==> src/rtl/module_hamming_capture_pkg.sv <==
// hamming_pkg: shared widths, FSM state type and Hamming(7,4) helpers
// for the switch-capture / decode stage of the Hamming demo.
// Codeword convention: cw[k] holds Hamming position k+1.
package hamming_pkg;

    localparam int unsigned CW_W   = 7;
    localparam int unsigned DATA_W = 4;
    localparam int unsigned SYN_W  = 3;

    typedef enum logic [2:0] {
        IDLE,
        CAPTURE,
        DECODE,
        DONE,
        WAIT_REL
    } state_t;

    // Returns {s3,s2,s1}; a non-zero value is the 1-based position in error.
    function automatic logic [SYN_W-1:0] syndrome(input logic [CW_W-1:0] cw);
        return {cw[3] ^ cw[4] ^ cw[5] ^ cw[6],
                cw[1] ^ cw[2] ^ cw[5] ^ cw[6],
                cw[0] ^ cw[2] ^ cw[4] ^ cw[6]};
    endfunction

    // Flips the bit the syndrome points at; s == 0 leaves the word untouched.
    function automatic logic [CW_W-1:0] correct(input logic [CW_W-1:0] cw,
                                                input logic [SYN_W-1:0] s);
        logic [CW_W-1:0] mask;
        mask = '0;
        if (s != '0) begin
            mask[int'(s) - 1] = 1'b1;
        end
        return cw ^ mask;
    endfunction

    // Data bits live at positions {7,6,5,3}.
    function automatic logic [DATA_W-1:0] extract_data(input logic [CW_W-1:0] cw);
        return {cw[6], cw[5], cw[4], cw[2]};
    endfunction

endpackage

==> src/rtl/module_hamming_capture_if.sv <==
// module_hamming_capture_if: board-side bundle of the capture stage.
//   sw       : raw received codeword from DIP switches (sw[k] = position k+1)
//   btn      : raw, bouncy load button (active-high)
//   binario  : corrected 4-bit data {pos7,pos6,pos5,pos3}
//   sindrome : {s3,s2,s1} of last captured word
//   error    : last captured word had a non-zero syndrome
//   valid    : one-cycle pulse when binario/sindrome/error update
//   busy     : capture in progress until button release is debounced
// master = board/stimulus side, slave = the capture block.
interface module_hamming_capture_if;
    import hamming_pkg::*;

    logic [CW_W-1:0]   sw;
    logic              btn;
    logic [DATA_W-1:0] binario;
    logic [SYN_W-1:0]  sindrome;
    logic              error;
    logic              valid;
    logic              busy;

    modport master (
        output sw, btn,
        input  binario, sindrome, error, valid, busy
    );

    modport slave (
        input  sw, btn,
        output binario, sindrome, error, valid, busy
    );

endinterface

==> src/rtl/module_hamming_capture_debounce.sv <==
// module_debounce: 1-bit 2-FF synchronizer followed by a level debouncer.
// The stable level toggles only after the synchronized input has differed
// from it for DEBOUNCE_CYCLES consecutive cycles.
//   clk, rst  : clock, synchronous active-high reset
//   i_raw     : asynchronous raw input
//   o_stable  : debounced level
module module_debounce #(
    parameter int unsigned DEBOUNCE_CYCLES = 270000
) (
    input  logic clk,
    input  logic rst,
    input  logic i_raw,
    output logic o_stable
);

    localparam int unsigned CNT_W = (DEBOUNCE_CYCLES > 1) ? $clog2(DEBOUNCE_CYCLES) : 1;
    localparam logic [CNT_W-1:0] CNT_LAST = CNT_W'(DEBOUNCE_CYCLES - 1);

    logic             r_sync1;
    logic             r_sync2;
    logic             r_stable;
    logic [CNT_W-1:0] r_cnt;

    always_ff @(posedge clk) begin
        if (rst) begin
            r_sync1  <= 1'b0;
            r_sync2  <= 1'b0;
            r_stable <= 1'b0;
            r_cnt    <= '0;
        end else begin
            r_sync1 <= i_raw;
            r_sync2 <= r_sync1;
            if (r_sync2 == r_stable) begin
                r_cnt <= '0;
            end else if (r_cnt == CNT_LAST) begin
                r_stable <= ~r_stable;
                r_cnt    <= '0;
            end else begin
                r_cnt <= r_cnt + CNT_W'(1);
            end
        end
    end

    assign o_stable = r_stable;

endmodule

==> src/rtl/module_hamming_capture.sv <==
// module_hamming_capture: samples a Hamming(7,4) codeword from the DIP
// switches on a debounced button press, corrects any single-bit error and
// presents the corrected data, syndrome and error flag to module_leds and
// the 7-segment/status logic.
//   clk  : system clock (27 MHz on the board)
//   rst  : synchronous active-high reset
//   bus  : slave side of module_hamming_capture_if (sw, btn in;
//          binario, sindrome, error, valid, busy out)
module module_hamming_capture
    import hamming_pkg::*;
#(
    parameter int unsigned DEBOUNCE_CYCLES = 270000
) (
    input  logic                    clk,
    input  logic                    rst,
    module_hamming_capture_if.slave bus
);

    logic [CW_W-1:0]   r_sw_s1;
    logic [CW_W-1:0]   r_sw_s2;
    logic              w_btn_stable;
    logic              r_btn_stable_d;
    logic              w_press;

    state_t            r_state;
    logic [CW_W-1:0]   r_cw_q;
    logic [SYN_W-1:0]  w_syn;
    logic [CW_W-1:0]   w_cw_fixed;

    logic [DATA_W-1:0] r_binario;
    logic [SYN_W-1:0]  r_sindrome;
    logic              r_error;
    logic              r_valid;
    logic              r_busy;

    module_debounce #(
        .DEBOUNCE_CYCLES(DEBOUNCE_CYCLES)
    ) u_btn_debounce (
        .clk      (clk),
        .rst      (rst),
        .i_raw    (bus.btn),
        .o_stable (w_btn_stable)
    );

    always_ff @(posedge clk) begin
        if (rst) begin
            r_sw_s1        <= '0;
            r_sw_s2        <= '0;
            r_btn_stable_d <= 1'b0;
        end else begin
            r_sw_s1        <= bus.sw;
            r_sw_s2        <= r_sw_s1;
            r_btn_stable_d <= w_btn_stable;
        end
    end

    assign w_press    = w_btn_stable & ~r_btn_stable_d;
    assign w_syn      = syndrome(r_cw_q);
    assign w_cw_fixed = correct(r_cw_q, w_syn);

    always_ff @(posedge clk) begin
        if (rst) begin
            r_state    <= IDLE;
            r_cw_q     <= '0;
            r_binario  <= '0;
            r_sindrome <= '0;
            r_error    <= 1'b0;
            r_valid    <= 1'b0;
            r_busy     <= 1'b0;
        end else begin
            r_valid <= 1'b0;
            case (r_state)
                IDLE: begin
                    if (w_press) begin
                        r_state <= CAPTURE;
                        r_busy  <= 1'b1;
                    end
                end
                CAPTURE: begin
                    r_cw_q  <= r_sw_s2;
                    r_state <= DECODE;
                end
                DECODE: begin
                    // Outputs are registered on the DECODE->DONE edge so they
                    // and valid are visible throughout the DONE cycle.
                    r_binario  <= extract_data(w_cw_fixed);
                    r_sindrome <= w_syn;
                    r_error    <= (w_syn != '0);
                    r_valid    <= 1'b1;
                    r_state    <= DONE;
                end
                DONE: begin
                    r_state <= WAIT_REL;
                end
                WAIT_REL: begin
                    if (!w_btn_stable) begin
                        r_state <= IDLE;
                        r_busy  <= 1'b0;
                    end
                end
                default: begin
                    r_state <= IDLE;
                    r_busy  <= 1'b0;
                end
            endcase
        end
    end

    assign bus.binario  = r_binario;
    assign bus.sindrome = r_sindrome;
    assign bus.error    = r_error;
    assign bus.valid    = r_valid;
    assign bus.busy     = r_busy;

endmodule

==> src/flat_wrapper.sv <==
// flat-port wrapper written by rule: the top's interface ports become plain ports
module module_hamming_capture_flat import hamming_pkg::*;
#(
    parameter int unsigned DEBOUNCE_CYCLES = 270000
)
  (clk, rst, bus_sw, bus_btn, bus_binario, bus_sindrome, bus_error, bus_valid, bus_busy);
  module_hamming_capture_if bus_i ();
  input  logic clk;
  input  logic rst;
  input wire logic [$bits(bus_i.sw)-1:0] bus_sw;
  input wire logic [$bits(bus_i.btn)-1:0] bus_btn;
  output wire logic [$bits(bus_i.binario)-1:0] bus_binario;
  output wire logic [$bits(bus_i.sindrome)-1:0] bus_sindrome;
  output wire logic [$bits(bus_i.error)-1:0] bus_error;
  output wire logic [$bits(bus_i.valid)-1:0] bus_valid;
  output wire logic [$bits(bus_i.busy)-1:0] bus_busy;
  assign bus_i.sw = bus_sw;
  assign bus_i.btn = bus_btn;
  assign bus_binario = bus_i.binario;
  assign bus_sindrome = bus_i.sindrome;
  assign bus_error = bus_i.error;
  assign bus_valid = bus_i.valid;
  assign bus_busy = bus_i.busy;
  module_hamming_capture #(.DEBOUNCE_CYCLES(DEBOUNCE_CYCLES)) u_core (.clk(clk), .rst(rst), .bus(bus_i));
endmodule
==> config.mk <==
export PLATFORM = sky130hd
export DESIGN_NAME = module_hamming_capture_flat
export DESIGN_NICKNAME = d
export VERILOG_FILES = /design/src/rtl/module_hamming_capture_pkg.sv /design/src/rtl/module_hamming_capture_if.sv /design/src/rtl/module_hamming_capture_debounce.sv /design/src/rtl/module_hamming_capture.sv /design/src/flat_wrapper.sv
export SDC_FILE = /design/constraint.sdc
export NUM_CORES = 1
export LEC_CHECK = 0
export CAP_MARGIN = 20
export CORE_MARGIN = 5
export CORE_UTILIZATION = 56
export CTS_CLUSTER_SIZE = 28
export DETAILED_ROUTE_END_ITERATION = 10
export PLACE_DENSITY = 0.77
export SYNTH_ARGS = -nofsm -noshare
export SYNTH_HDL_FRONTEND = slang
export SYNTH_SLANG_ARGS = --single-unit
==> constraint.sdc <==
create_clock -name clk -period 2.6 [get_ports clk]
set_input_delay 0.52 -clock clk [delete_from_list [all_inputs] [get_ports clk]]
set_output_delay 0.52 -clock clk [all_outputs]
set_load 0.01 [all_outputs]
# After elaboration in Yosys (flattened, before gate mapping)
# Cells that the tools add are included.
dict set report classes {
  shift 0
  reduce_logical 8
  order_cmp 2
  mul 0
  mux 10
  n_eq_ne 8
  n_addsub 2
  n_bitwise 15
  div_mod_pow 0
}
# op count
set op_table {}
lappend op_table {{$ge A32 B1 Y1 const B} 1}
lappend op_table {{$lt A32 B5 Y1 const B} 1}
lappend op_table {{$add A19 B1 Y19 const B} 1}
lappend op_table {{$eq A19 B19 Y1 const B} 1}
lappend op_table {{$pmux W3 S5} 1}
lappend op_table {{$xor A1 B1 Y1} 9}
lappend op_table {{$mux W7} 1}
lappend op_table {{$xor A7 B7 Y7} 1}
lappend op_table {{$eq A3 B2 Y1 const B} 2}
lappend op_table {{$mux W3} 2}
lappend op_table {{$reduce_or A3 Y1} 2}
lappend op_table {{$mux W1} 4}
lappend op_table {{$not A1 Y1} 4}
lappend op_table {{$reduce_and A2 Y1} 2}
lappend op_table {{$sub A3 B1 Y4 const B} 1}
lappend op_table {{$demux W1 S3} 1}
lappend op_table {{$eq A3 B1 Y1 const B} 1}
lappend op_table {{$eq A3 B3 Y1 const B} 1}
lappend op_table {{$logic_not A3 Y1} 1}
lappend op_table {{$pmux W1 S3} 1}
lappend op_table {{$reduce_and A3 Y1} 1}
lappend op_table {{$reduce_bool A3 Y1} 1}
lappend op_table {{$ne A2 B1 Y1 const B} 1}
lappend op_table {{$ne A2 B2 Y1 const B} 1}
lappend op_table {{3 further kinds} 3}
dict set report word_totals {
  register_bits 57
  latchBits 0
  n_memories 0
  romBits 0
  out_inout_bits 10
  ramBits 0
}

# Depth between registers and ports, before layout
# Gate-level depths: netlist (run 1).
dict set report logic_depth {
  ltp_word 10
  depth_mapped 8
  ltp_nobuf 7
}

# Modules after synthesis
# Synthesis (run 1) repeated with hierarchy kept, for this count alone.
dict set report unflattened {
  hier_cells 249
  hier_area_um2 2347.3
}
# module seq_area_each_um2 n_inst cells_each area_per_inst_um2
set by_module_without_submodules {}
lappend by_module_without_submodules {module_hamming_capture 700.7 1 136 1348.8}
lappend by_module_without_submodules {module_debounce 440.4 1 113 998.5}

# Worst setup path after synthesis (run 1)
# No wires, ideal clock.
dict set report synth_timing {
  path_type {reg-to-reg}
  from {register u_core.r_cw_q[6]}
  to {register u_core.r_binario[0] (netlist: u_core.bus.binario[0])}
  required_ns 2.514
  path_slack_ns 0.784
  arrival_ns 1.730
  stages_incl_launch_ff 8
  period_less_slack_ns 1.816
  path_buffers 0
  path_cell_list {dfxtp_1 > xnor2_1 > xnor2_1 > ha_1 > inv_1 > nand4b_1 > xor2_1 > a211oi_1}
}
dict set report synth_via {
  elab_chain_len 8
}
# element line
set synth_rtl {}
lappend synth_rtl {{start: declaration} module_hamming_capture.sv:26} ;# logic [CW_W-1:0] r_cw_q;
lappend synth_rtl {{start signal: assignment} module_hamming_capture.sv:80} ;# r_cw_q <= r_sw_s2;
lappend synth_rtl {{$xor A1 B1 Y1, on equally long branches} {module_hamming_capture_pkg.sv:22, module_hamming_capture_pkg.sv:20, module_hamming_capture_pkg.sv:21}}
lappend synth_rtl {{$sub A3 B1 Y4} module_hamming_capture_pkg.sv:31} ;# mask[int'(s) - 1] = 1'b1;
lappend synth_rtl {{$ge A32 B1 Y1 (implied by the code) / $lt A32 B5 Y1 (equally long branches)} module_hamming_capture_pkg.sv:31}
lappend synth_rtl {{$logic_and A1 B1 Y1 (implied by the code)} module_hamming_capture_pkg.sv:31}
lappend synth_rtl {{$mux W1 (implied by the code)} module_hamming_capture_pkg.sv:31}
lappend synth_rtl {{$demux W1 S3} --}
lappend synth_rtl {{$mux W7 (*)} module_hamming_capture_pkg.sv:30} ;# if (s != '0) begin
lappend synth_rtl {{$xor A7 B7 Y7 (*)} module_hamming_capture_pkg.sv:33} ;# return cw ^ mask;
lappend synth_rtl {{end signal: assignment} module_hamming_capture.sv:86} ;# r_binario <= extract_data(w_cw_fixed);
lappend synth_rtl {{end: declaration} module_hamming_capture.sv:30} ;# logic [DATA_W-1:0] r_binario;
# Every way passes the cells marked *; elsewhere a longest branch is shown, timed or not.
# A chain may end at the register's enable or synchronous reset.

# Worst setup path in the final report (run 1)
dict set report layout_timing {
  from {register u_core.r_cw_q[6]}
  to {register u_core.r_binario[1] (netlist: u_core.bus.binario[1])}
}
# Same word-level chain as after synthesis.

==> impl_metrics.yaml, run 1 <==
detailed_routing:
  top_layer_used: "met4"
  wl_met2_um: 1520
  vias: 1494
  wl_met3_um: 189
  drtIter0Drc: 67
  wire_per_inst_um: 11.8
  vias_per_cell: 5.00
  drcViolationCount: 0
  drt-total-wl_um: 3530
  antenna_left: 0
  met1_length_um: 1780
  dr.pass1.iters: 4
synth:
  synthesis.instances: 223
  seq_area_frac_synth_pct: 51.9
  syn_avg_cell_area_um2: 9.85
  ys_top_cells_by_count: "dfxtp_1, nor2_1, nor2b_1, xnor2_1, xor2_1"
  yosys-top-cells-area: "dfxtp_1, nor2_1, xnor2_1, xor2_1, nor2b_1"
  synthesis.area_um2: 2200
  ys_ff_latch: 57
  synth_ff_type: "dfxtp_1"
  yosysUniqueCellTypes: 34
  yosys_warnings: 0
  synthArstFlopShare_pct: 0
  synth_largest_area_cell: "dfxtp_1"
  synth_most_common_cell: "dfxtp_1"
  syn_nets: 235
  yosysTopAreaCellShare_pct: 51.9
  synth_edf_count: 0
sta:
  rsz0062_at_grt: "no"
  hold_violations: 0
  slew_violations: 0
  period_share_pct: 77.9
  min_period_ns: 2.02
  setup_viol: 0
  fin_setup_tns_ns: 0
  timing.hold.ws_ns: 0.437
  clock.fmax_mhz: 494
  maxSlewHeadroom_pct: 47.0
  fin_skew_ns: 0.0108
  worstMarginPinSlew_ns: 0.788
critical_path:
  path_cells: "xnor2_1, xnor2_1, ha_1, inv_1, nor3_1, xnor2_1, a211oi_1"
  r2r_slack_ns: 0.58
  end_kind: "flop"
  crit_fanout: 4
  cpPeakStageDelay_ns: 0.45
  crit_top_cell: "xnor2_1"
  critical-path-slowest-cell: "dfxtp_1"
  regToRegEndpoint: "u_core.bus.binario[1]$_SDFFE_PP0P_"
  crit_arrival_ns: 2.25
  criticalPathCategory: "flop to flop"
  cp-start-kind: "flop"
  crit_family: "XOR/XNOR gates"
  cp.required_ns: 2.82
  reg2reg_from: "u_core.r_cw_q[6]$_SDFFE_PP0P_"
  worst-path-buf-inv: 1
  reg2reg_depth: 7
pwr:
  peakVddDrop_v: 0.000474
  p_leak_nw: 0.910
  power_density_nw_per_um2: 718
hold_path:
  min_to: "u_core.u_btn_debounce.r_sync2$_SDFF_PP0_"
  min_path_cells: 1
  worstHoldStart: "u_core.u_btn_debounce.r_sync1$_SDFF_PP0_"
  holdCritPathClass: "flop to flop"
cells_and_area:
  drive_above_1_share_pct: 9.96
  finalInstanceArea_um2: 2680
  antenna_cells: 0
  fin_nets: 259
  fin_util_pct: 71.5
  areaGrowthSynthToFinish_pct: 21.8
floorplanning:
  top_level_ports: 20
  fp.dieH_um: 72.6
  die-area_um2: 5280
  start_util_pct: 58.7
  fp.dieW_um: 72.6
  core_area_um2: 3740
  core.rowCount: 22
cts:
  cts_max_level: 3
  clock_sinks: 57
  ctsResizeCount: 0
  cts.path.max_buffers: 2
  root_buffer: "clkbuf_8"
  postCtsSetupBuffers: 0
  cts_tree: "yes"
  clock_latency_ns: 0.32
  cts_buffers: 9
  path_clk_slew_ns: 0.07
  postCtsHoldBufs: 0
global_routing:
  grt_max_degree: 39
  grt_pass1_vias: 1296
  grt_pass1_wl_um: 5850
  grt_usage_pct: 14.6
  antenna_found_initial: 0
  grt-ovfl-total: 0
placement:
  dpl-instance-area_um2: 2430
  dp_hpwl_um: 2240
  port_buffers: 19
  place_congestion: 0.839
flow_run:
  cap_violations: 0
run_status:
  outcome: "complete, no violations"
[routing by layer]
layer  track usage [%]  vias to the layer above
met3              6.20                        5
met4              6.15                        0
met1              18.9                      669
li1                  -                      788
met5                 0                        -
met2              21.1                       32
[registers in the layout (all words and copies together), names as in the netlist]
signal,flops
u_core.bus.valid,1
u_core.r_sw_s1,7
u_core.u_btn_debounce.r_sync1,1
u_core.bus.error,1
u_core.bus.sindrome,3
u_core.u_btn_debounce.o_stable,1
u_core.u_btn_debounce.r_cnt,19
u_core.bus.busy,1
u_core.r_cw_q,7
u_core.r_sw_s2,7
u_core.bus.binario,4
u_core.r_btn_stable_d,1
u_core.u_btn_debounce.r_sync2,1
u_core.r_state,3
[cell usage in the layout, fill, tap and decap left out, drive strengths merged, types with 3 or more instances in the layout]
cell type	instances
nand3	8
inv	5
clkbuf	10
nor4	5
bufinv	3
nor2b	18
and3	3
nor3	4
nand2	8
nor2	39
buf	3
xor2	13
a21oi	4
clkdlybuf4s50	19
xnor2	18
nor3b	3
dfxtp	57
mux2i	8
a211oi	7
[worst max-delay path by stage]
stage,endpoint,depth (start not counted),startpoint
final,u_core.bus.binario[1]$_SDFFE_PP0P_,7,u_core.r_cw_q[6]$_SDFFE_PP0P_
after global routing,u_core.bus.binario[1]$_SDFFE_PP0P_,7,u_core.r_cw_q[2]$_SDFFE_PP0P_
after CTS,u_core.bus.binario[1]$_SDFFE_PP0P_,7,u_core.r_cw_q[6]$_SDFFE_PP0P_
after detailed placement,u_core.bus.binario[0]$_SDFFE_PP0P_,7,u_core.r_cw_q[6]$_SDFFE_PP0P_
after global placement,u_core.bus.binario[0]$_SDFFE_PP0P_,7,u_core.r_cw_q[2]$_SDFFE_PP0P_
after floorplan,u_core.bus.binario[0]$_SDFFE_PP0P_,7,u_core.r_cw_q[6]$_SDFFE_PP0P_
[cells by family after synthesis]
group           after synthesis  share of synthesized area, %
simple gates                 99                          23.8
flops                        57                          51.9
xor+xnor                     31                          13.0
buf+inv                      14                          2.51
compound gates               12                          3.93
mux                           8                          3.64
fa+ha+maj                     2                          1.14
[stage by stage]
step	std cells	power [mW]	setup slack, ns
after floorplan	223	0.926	0.784
after global placement	284	0.942	0.716
after detailed placement	284	0.943	0.642
after CTS	299	1.94	0.572
after global routing	299	1.99	0.465
final	299	1.92	0.575
[layout make-up]
type	count	area [um^2]
flip-flops and latches	57	1140
multi-input cells	152	1000
well taps	48	60.1
clock buffers	10	138
inverters	5	18.8
clock inverters	5	104
fillers	276	1070
repair buffers	22	213
[power by group]
part	switching [mW]	leakage, nW	internal (mW)
registers	0.00294	0.463	0.885
logic	0.0150	0.325	0.0198
clock network	0.341	0.122	0.657
Power figures use the tool's default switching activity.
==> run 2: changes to the inputs <==
Clock period 2.6 ns to 2.05 ns, I/O delays scaled along.
==> impl_metrics.yaml, run 2 (synthesis gave the netlist of run 1 again) <==
sta:
  fin_skew_ns: 0.00566
  setup_viol: 0
  fin_ws_ns: 0.151
  clock.fmax_mhz: 526
  min_period_ns: 1.90
  period_share_pct: 92.7
  worstMarginPinSlew_ns: 0.484
  rsz0062_at_grt: "no"
  timing.hold.ws_ns: 0.436
  fin_setup_tns_ns: 0
  slew_violations: 0
  hold_violations: 0
  maxSlewHeadroom_pct: 67.5
detailed_routing:
  dr.pass1.iters: 4
  drt-total-wl_um: 3580
  antenna_left: 0
  vias_per_cell: 5.01
  drcViolationCount: 0
  wire_per_inst_um: 11.7
  vias: 1529
  drtIter0Drc: 89
cts:
  clock_sinks: 57
  postCtsHoldBufs: 0
  path_clk_slew_ns: 0.06
  cts_max_level: 3
  cts.path.max_buffers: 2
  root_buffer: "clkbuf_8"
  cts_tree: "yes"
  clock_latency_ns: 0.33
  cts_buffers: 9
global_routing:
  grt-ovfl-total: 0
  antenna_found_initial: 0
  grt_max_degree: 39
  grt_pass1_vias: 1424
  grt_pass1_wl_um: 6180
  grt_usage_pct: 15.6
critical_path:
  cp-start-kind: "flop"
  r2r_slack_ns: 0.15
  crit_family: "XOR/XNOR gates"
  worst-path-buf-inv: 1
  end_kind: "flop"
  path_cells: "xnor2_2, xnor2_2, ha_1, inv_1, nand4b_1, xor2_1, a211oi_1"
  critical-path-slowest-cell: "dfxtp_1"
  regToRegEndpoint: "u_core.bus.binario[0]$_SDFFE_PP0P_"
  reg2reg_depth: 7
  crit_top_cell: "xnor2_2"
  criticalPathCategory: "flop to flop"
  cpPeakStageDelay_ns: 0.44
  crit_fanout: 5
  crit_arrival_ns: 2.15
  cp.required_ns: 2.30
  reg2reg_from: "u_core.r_cw_q[6]$_SDFFE_PP0P_"
cells_and_area:
  antenna_cells: 0
  finalInstanceArea_um2: 2700
  fin_nets: 264
  areaGrowthSynthToFinish_pct: 22.9
  stdcell_count: 305
  largest_reg_flops: 19
  drive_above_1_share_pct: 12.5
  fillers: 292
  regMostFlops: "u_core.u_btn_debounce.r_cnt"
  final_cell_mix: "dfxtp_1, nor2_1, clkdlybuf4s50_1"
  final_common_cell: "dfxtp_1"
run_status:
  outcome: "complete, no violations"
floorplanning:
  core_area_um2: 3740
  top_level_ports: 20
  die-area_um2: 5280
  start_util_pct: 58.7
  fp.dieH_um: 72.6
  core.rowCount: 22
  fp.dieW_um: 72.6
pwr:
  p_leak_nw: 0.918
  switching_power_mw: 0.470
  peakVddDrop_v: 0.000544
  seqPwrFrac_pct: 49.1
  switching_share_pct: 20.4
  p_clk_share_pct: 49.0
  comb_power_share_pct: 1.9
  power_density_nw_per_um2: 851
  p_int_mw: 1.83
flow_run:
  cap_violations: 0
placement:
  dpl-instance-area_um2: 2470
  dp_hpwl_um: 2390
  dp.cells: 289
  port_buffers: 19
  pre_cts_slack_ns: 0.0684
  place_congestion: 0.795
hold_path:
  worstHoldStart: "u_core.r_sw_s1[3]$_SDFF_PP0_"
  min_to: "u_core.r_sw_s2[3]$_SDFF_PP0_"
  min_path_cells: 1
  holdCritPathClass: "flop to flop"
-- run 2: cell type report --
cell class	count	area (um^2)	area share [%]
clock inverters	7	95.1	3.52
flip-flops and latches	57	1140	42.3
multi-input cells	152	1010	37.4
clock buffers	9	124	4.59
well taps	48	60.1	2.22
repair buffers	27	250	9.27
inverters	5	18.8	0.695
-- run 2: worst max path at each step --
stage / to / cells after the start / start
finish: u_core.bus.binario[0]$_SDFFE_PP0P_ / 7 / u_core.r_cw_q[6]$_SDFFE_PP0P_
global route: u_core.bus.binario[2]$_SDFFE_PP0P_ / 7 / u_core.r_cw_q[6]$_SDFFE_PP0P_
CTS: u_core.bus.binario[0]$_SDFFE_PP0P_ / 7 / u_core.r_cw_q[6]$_SDFFE_PP0P_
detailed placement: u_core.bus.binario[0]$_SDFFE_PP0P_ / 7 / u_core.r_cw_q[6]$_SDFFE_PP0P_
global placement: u_core.bus.binario[0]$_SDFFE_PP0P_ / 7 / u_core.r_cw_q[6]$_SDFFE_PP0P_
floorplan: u_core.bus.binario[0]$_SDFFE_PP0P_ / 7 / u_core.r_cw_q[6]$_SDFFE_PP0P_
-- run 2: layer usage --
metal,vias to the layer above,GRT usage (%),share of wire (%)
met2,30,22.9,43
li1,799,-,-
met5,-,0,0
met3,5,6.20,5.6
met4,0,8.61,1.9
met1,695,19.6,49
-- run 2: what timing repair did --
item,in CTS,in global routing
setup buffers,0,0
setup endpoints to repair,0,22
gates resized for setup,0,2
endpoints found under the hold margin,0,0
-- run 2: stage by stage --
step	utilization, %	total power [mW]
final	72.1	2.30
after global routing	72.1	2.39
after CTS	71.9	2.32
after detailed placement	66.0	1.20
after global placement	66.0	1.19
after floorplan	-	1.17
-- run 2: power groups by stage --
| stage | sequential, mW | clock, mW | combinational, mW |
|---|---|---|---|
| after global routing | 1.13 | 1.21 | 0.0483 |
| final | 1.13 | 1.13 | 0.0440 |
| after detailed placement | 1.15 | 0 | 0.0441 |
| after floorplan | 1.15 | 0 | 0.0239 |
| after global placement | 1.15 | 0 | 0.0436 |
| after CTS | 1.13 | 1.15 | 0.0445 |
